## config.mk

```make
export PLATFORM = sky130hd
export DESIGN_NAME = stage3_inv_pipe
export DESIGN_NICKNAME = d
export VERILOG_FILES = /design/src/rtl/crypt_pkg.sv /design/src/rtl/stage3_inv_perm.sv /design/src/rtl/stage3_inv_pipe.sv
export SDC_FILE = /design/constraint.sdc
export NUM_CORES = 1
export LEC_CHECK = 0
export CAP_MARGIN = 20
export CORE_ASPECT_RATIO = 1.5
export CORE_MARGIN = 5
export CORE_UTILIZATION = 52
export DETAILED_ROUTE_END_ITERATION = 7
export GPL_TIMING_DRIVEN = 0
export PLACE_DENSITY_LB_ADDON = 0.25
export SETUP_SLACK_MARGIN = 0.2
export SLEW_MARGIN = 20
export SYNTH_ARGS = -nofsm -noshare
export SYNTH_HDL_FRONTEND = slang
export SYNTH_SLANG_ARGS = --single-unit
```

## constraint.sdc

```tcl
create_clock -name clk -period 2.6 [get_ports clk]
set_input_delay 0.52 -clock clk [delete_from_list [all_inputs] [get_ports clk]]
set_output_delay 0.52 -clock clk [all_outputs]
set_load 0.02 [all_outputs]
```

## src/rtl/crypt_pkg.sv

```systemverilog
// crypt_pkg: shared lane/key types, key constants and skid-stage occupancy encoding
package crypt_pkg;
    localparam int BYTE_W = 8;
    typedef logic [BYTE_W-1:0] lane_t;
    typedef logic [1:0] key2_t;
    localparam key2_t KEY_00 = 2'b00;
    localparam key2_t KEY_01 = 2'b01;
    localparam key2_t KEY_10 = 2'b10;
    localparam key2_t KEY_11 = 2'b11;
    typedef enum logic [1:0] {EMPTY, ONE, TWO} stg_occ_e;
endpackage

```

## src/rtl/stage3_inv_perm.sv

```systemverilog
// stage3_inv_perm: combinational inverse of the key-selected 4-lane byte shuffle
module stage3_inv_perm
    import crypt_pkg::*;
#(
    parameter int BYTE_W = 8
) (
    input  logic [4*BYTE_W-1:0] in_data,
    input  key2_t               key,
    output logic [4*BYTE_W-1:0] out_data
);
    logic [BYTE_W-1:0] i0, i1, i2, i3;
    assign {i3, i2, i1, i0} = in_data;
    // packed as {o3,o2,o1,o0}
    always_comb
        out_data = key == KEY_00 ? {i2, i3, i0, i1} :
                   key == KEY_01 ? {i3, i1, i2, i0} :
                   key == KEY_10 ? {i0, i2, i1, i3} :
                                   {i1, i2, i3, i0};
endmodule

```

## src/rtl/stage3_inv_pipe.sv

```systemverilog
// stage3_inv_pipe: elastic stage undoing the stage-3 byte permutation, with a 2-entry skid buffer
module stage3_inv_pipe
    import crypt_pkg::*;
#(
    parameter int BYTE_W = 8
) (
    input  logic                clk,
    input  logic                reset,
    input  logic                flush,
    input  logic                in_valid,
    output logic                in_ready,
    input  logic [4*BYTE_W-1:0] in_data,
    input  logic [1:0]          in_key,
    output logic                out_valid,
    input  logic                out_ready,
    output logic [4*BYTE_W-1:0] out_data,
    output logic [1:0]          out_key
);
    localparam int W = 4*BYTE_W;
    stg_occ_e state_q, state_d;
    logic [W-1:0] perm_data, main_data, skid_data;
    key2_t main_key, skid_key;
    logic in_ready_q, accept, pop;

    stage3_inv_perm #(.BYTE_W(BYTE_W)) u_perm (
        .in_data (in_data),
        .key     (in_key),
        .out_data(perm_data)
    );

    assign accept = in_valid & in_ready_q;
    assign pop = out_valid & out_ready;

    always_ff @(posedge clk) begin
        if (reset || flush) begin
            state_q    <= EMPTY;
            in_ready_q <= 1'b1;
        end else begin
            state_q    <= state_d;
            in_ready_q <= state_d != TWO;
        end
    end

    always_comb begin
        state_d = state_q;
        case (state_q)
            EMPTY:   state_d = accept ? ONE : EMPTY;
            ONE:     state_d = accept && !pop ? TWO : (pop && !accept ? EMPTY : ONE);
            TWO:     state_d = pop ? ONE : TWO;
            default: state_d = EMPTY;
        endcase
    end

    always_comb begin
        out_valid = state_q != EMPTY;
        in_ready  = in_ready_q;
        out_data  = main_data;
        out_key   = main_key;
    end

    // data is stored already inverted, so the skid path needs no mux on the output side
    always_ff @(posedge clk) begin
        if (reset || flush) begin
            main_data <= '0;
            main_key  <= '0;
            skid_data <= '0;
            skid_key  <= '0;
        end else begin
            if (state_q == TWO && pop) begin
                main_data <= skid_data;
                main_key  <= skid_key;
            end else if (accept && (state_q == EMPTY || pop)) begin
                main_data <= perm_data;
                main_key  <= in_key;
            end
            if (accept && !pop && state_q == ONE) begin
                skid_data <= perm_data;
                skid_key  <= in_key;
            end
        end
    end
endmodule

```

==> results.md <==
- Largest net degree at the start of global routing: 13
- Clock transition at path regs: around 60 ps
- Switching share of power: 0.253
- Startpoint Class: register
- Min-delay worst type: reg2reg
- Port Buffer Count: 72
- Routed Antenna Nets: 0
- DIE AREA: 9480 µm²
- I/O pin cnt: 75
- Via count: between 4k and 5k
- Clock Power Share: 0.452
- Root buf cell: clkbuf_16
- Power density cells: 597 nW/µm²
- # diodes: 0
- CP Max Fanout: 10
- Post-DP HPWL: a little under 10,000 µm
- Clock Tree Buf Depth: 2
- YS warnings: 0
- Synthesized area: 3950 µm²
- Fin. max-slew vios: 0
- Vias in the first global route: 3,996
- Fin crit share: 0.883
- Area of the multi-input gates: about 2300 µm²
- Post-route insts no fill: 640
- Fmax: about 0.44 GHz
- Post-Syn Instances: between 400 and 500
- Die width: a little over 80 µm
- Placer Congestion: 1.00
- Routed vias/inst: 6.30
- Total track usage: 0.284
- WP data required: between 2000 and 2500 ps
- Setup ws final: slightly above 300 ps
- Combinational Power Share: 0.176
- Switching pwr: around 0.78 mW
- Peak supply drop: about 0.43 mV
- GRT Residual Overflow: 0
- TritonRoute pass-1 iters: 7
- Area grow syn2layout: 30.8%
- Routed WL: about 13,000 µm
- Most frequent cells in the layout: clkdlybuf4s50_1 (72), dfxtp_1 (71), nand2_1 (58), nor2_1 (49), o211ai_1 (32)
- Worst Path Arrival: between 1500 and 2000 ps
- Slew HR: 0.572
- Number of fill cells: 660
- Worst skew pair latency: around 340 ps
- Global-route wire length before repair: between 20,000 and 25,000 µm
- Sequential share of power: 0.372
- Initial antenna violation count: 0
- CORE AREA: around 7500 µm²
- Pre-CTS setup slack: -262 ps
- Most common cell after layout, fill and taps aside: clkdlybuf4s50_1
- Die Y-Extent: approximately 120 µm
- Placed insts: between 600 and 700
- Area of placed instances: 4800 µm²
- Minimum clock period: 2290 ps
- Yosys reg bits: a little over 70
- WL/cell: 19.9 µm
- Sequential cell area: roughly 1400 µm²
- Final Hold Fails: 0
- Nets: around 570
- Hold WS: approximately 450 ps
- Setup Skew: 5.16 ps
- Cell Rows: 39
- Setup Viol. Count Final: 0
- CTS buffer count: 9
- Netlist cell types: 33
- Avg Inst Size Synth: just under 9 µm²
- Layout cell share with drive strength beyond 1: 0.147
- DRC viols: 0
- CTS tree: done
- Starting DRT DRC Count: 292
- Worst-margin pin slew: around 640 ps
- Seq/Total Area, Yosys: 0.360
- Crit Path Class: reg2out
- RSZ-0062 raised after global routing: false
- Clock H-tree levels: 3
- Initial Util: 0.526
- Final instance area: 5170 µm²
- Max-Cap Viols: 0
- LEAKAGE: 1.70 nW
- Status: complete, no violations
- Int Power: between 2 and 2.5 mW
- Clock Sinks: 71
- Syn_nets: around 500
- Crit. End Element: output port
## layout make-up
class | instances | share of cell area
flip-flops and latches | 71 | 0.275
multi-input cells | 322 | 0.440
repair buffers | 74 | 0.142
clock buffers | 9 | 0.0436
plain buffers | 56 | 0.0532
clock inverters | 6 | 0.0213
well taps | 102 | 0.0247
## power groups by stage
stage | sequential (mW) | combinational, mW | clock [mW]
global route | 1.15 | 0.578 | 1.46
CTS | 1.15 | 0.535 | 1.41
floorplan | 1.20 | 0.275 | 0
finish | 1.15 | 0.543 | 1.39
detailed placement | 1.17 | 0.531 | 0
global placement | 1.17 | 0.524 | 0
## Yosys cell counts
| cell | instances | area [µm²] |
|---|---|---|
| or2_2 | 2 | 12.5 |
| and2_1 | 1 | 6.26 |
| or3_1 | 1 | 6.26 |
| buf_2 | 13 | 65.1 |
| nand3_1 | 1 | 5.00 |
| o41ai_1 | 16 | 140 |
| or4bb_1 | 10 | 113 |
| a31oi_1 | 16 | 100 |
| nand3b_1 | 3 | 22.5 |
| buf_1 | 2 | 7.51 |
| o22ai_2 | 1 | 12.5 |
| a311oi_1 | 2 | 17.5 |
| nand4bb_1 | 6 | 67.6 |
| o211ai_1 | 32 | 240 |
| nand2_1 | 58 | 218 |
| and3b_1 | 2 | 17.5 |
| or3b_2 | 1 | 8.76 |
| a21o_1 | 1 | 7.51 |
| and3_1 | 1 | 6.26 |
| a21oi_1 | 20 | 100 |
| nor4_1 | 2 | 12.5 |
| nor4bb_1 | 1 | 10.0 |
| ha_1 | 1 | 12.5 |
| clkbuf_1 | 37 | 139 |
| nand2b_1 | 16 | 100 |
| nor2_1 | 49 | 184 |
| mux2_2 | 16 | 180 |
| mux4_2 | 16 | 360 |
| buf_6 | 4 | 45.0 |
| dfxtp_1 | 71 | 1420 |
| nor3_1 | 16 | 80.1 |
| o311ai_0 | 16 | 140 |
| o22ai_1 | 15 | 93.8 |
## routing by layer
metal | part of all wire | track usage
met3 | 0.065 | 0.0720
met2 | 0.51 | 0.488
met1 | 0.36 | 0.307
met4 | 0.056 | 0.183
met5 | 0 | 0
## critical path, stage by stage, from the launching register on
cell             delay (ps)
dfxtp_1                 350
clkbuf_2                200
or2_2                   340
clkdlybuf4s50_1         540
## sequential cells by signal (all words and copies together) (netlist names)
| name | cells |
|---|---|
| skid_data | 32 |
| in_ready | 1 |
| state_q | 2 |
| skid_key | 2 |
| out_data | 32 |
| out_key | 2 |
## cells by family (layout without fill, tap and decap cells)
| group | after synthesis | count (layout) | share of synthesized area |
|---|---|---|---|
| simple gates | 170 | 170 | 0.220 |
| compound gates | 119 | 119 | 0.216 |
| flops | 71 | 71 | 0.360 |
| buf+inv | 56 | 145 | 0.0649 |
| mux | 32 | 32 | 0.137 |
| fa+ha+maj | 1 | 1 | 0.00317 |
## stage by stage
step | utilization | power [mW] | setup TNS, ps
after floorplan | - | 1.48 | 0
after global placement | 0.639 | 1.69 | -4740
after detailed placement | 0.639 | 1.70 | -5790
after CTS | 0.684 | 3.09 | 0
after global routing | 0.688 | 3.19 | 0
final | 0.688 | 3.08 | 0
## final timing paths
kind / start / cells past startpoint / slack (ps) / endpoint
min reg2reg: skid_data[20] / 2 / 450 / skid_data[20]
max reg2reg: state_q[1] / 9 / 510 / skid_data[7]
min: skid_data[20] / 2 / 450 / skid_data[20]
max: state_q[1] / 3 / 310 / out_valid
## what timing repair did
action / in CTS / in global routing
pin swaps: 0 / 0
resized for setup: 4 / 18
hold buffers: 0 / 0
setup endpoints to repair: 31 / 31
setup buffers: 0 / 2
Power figures use the tool's default switching activity.
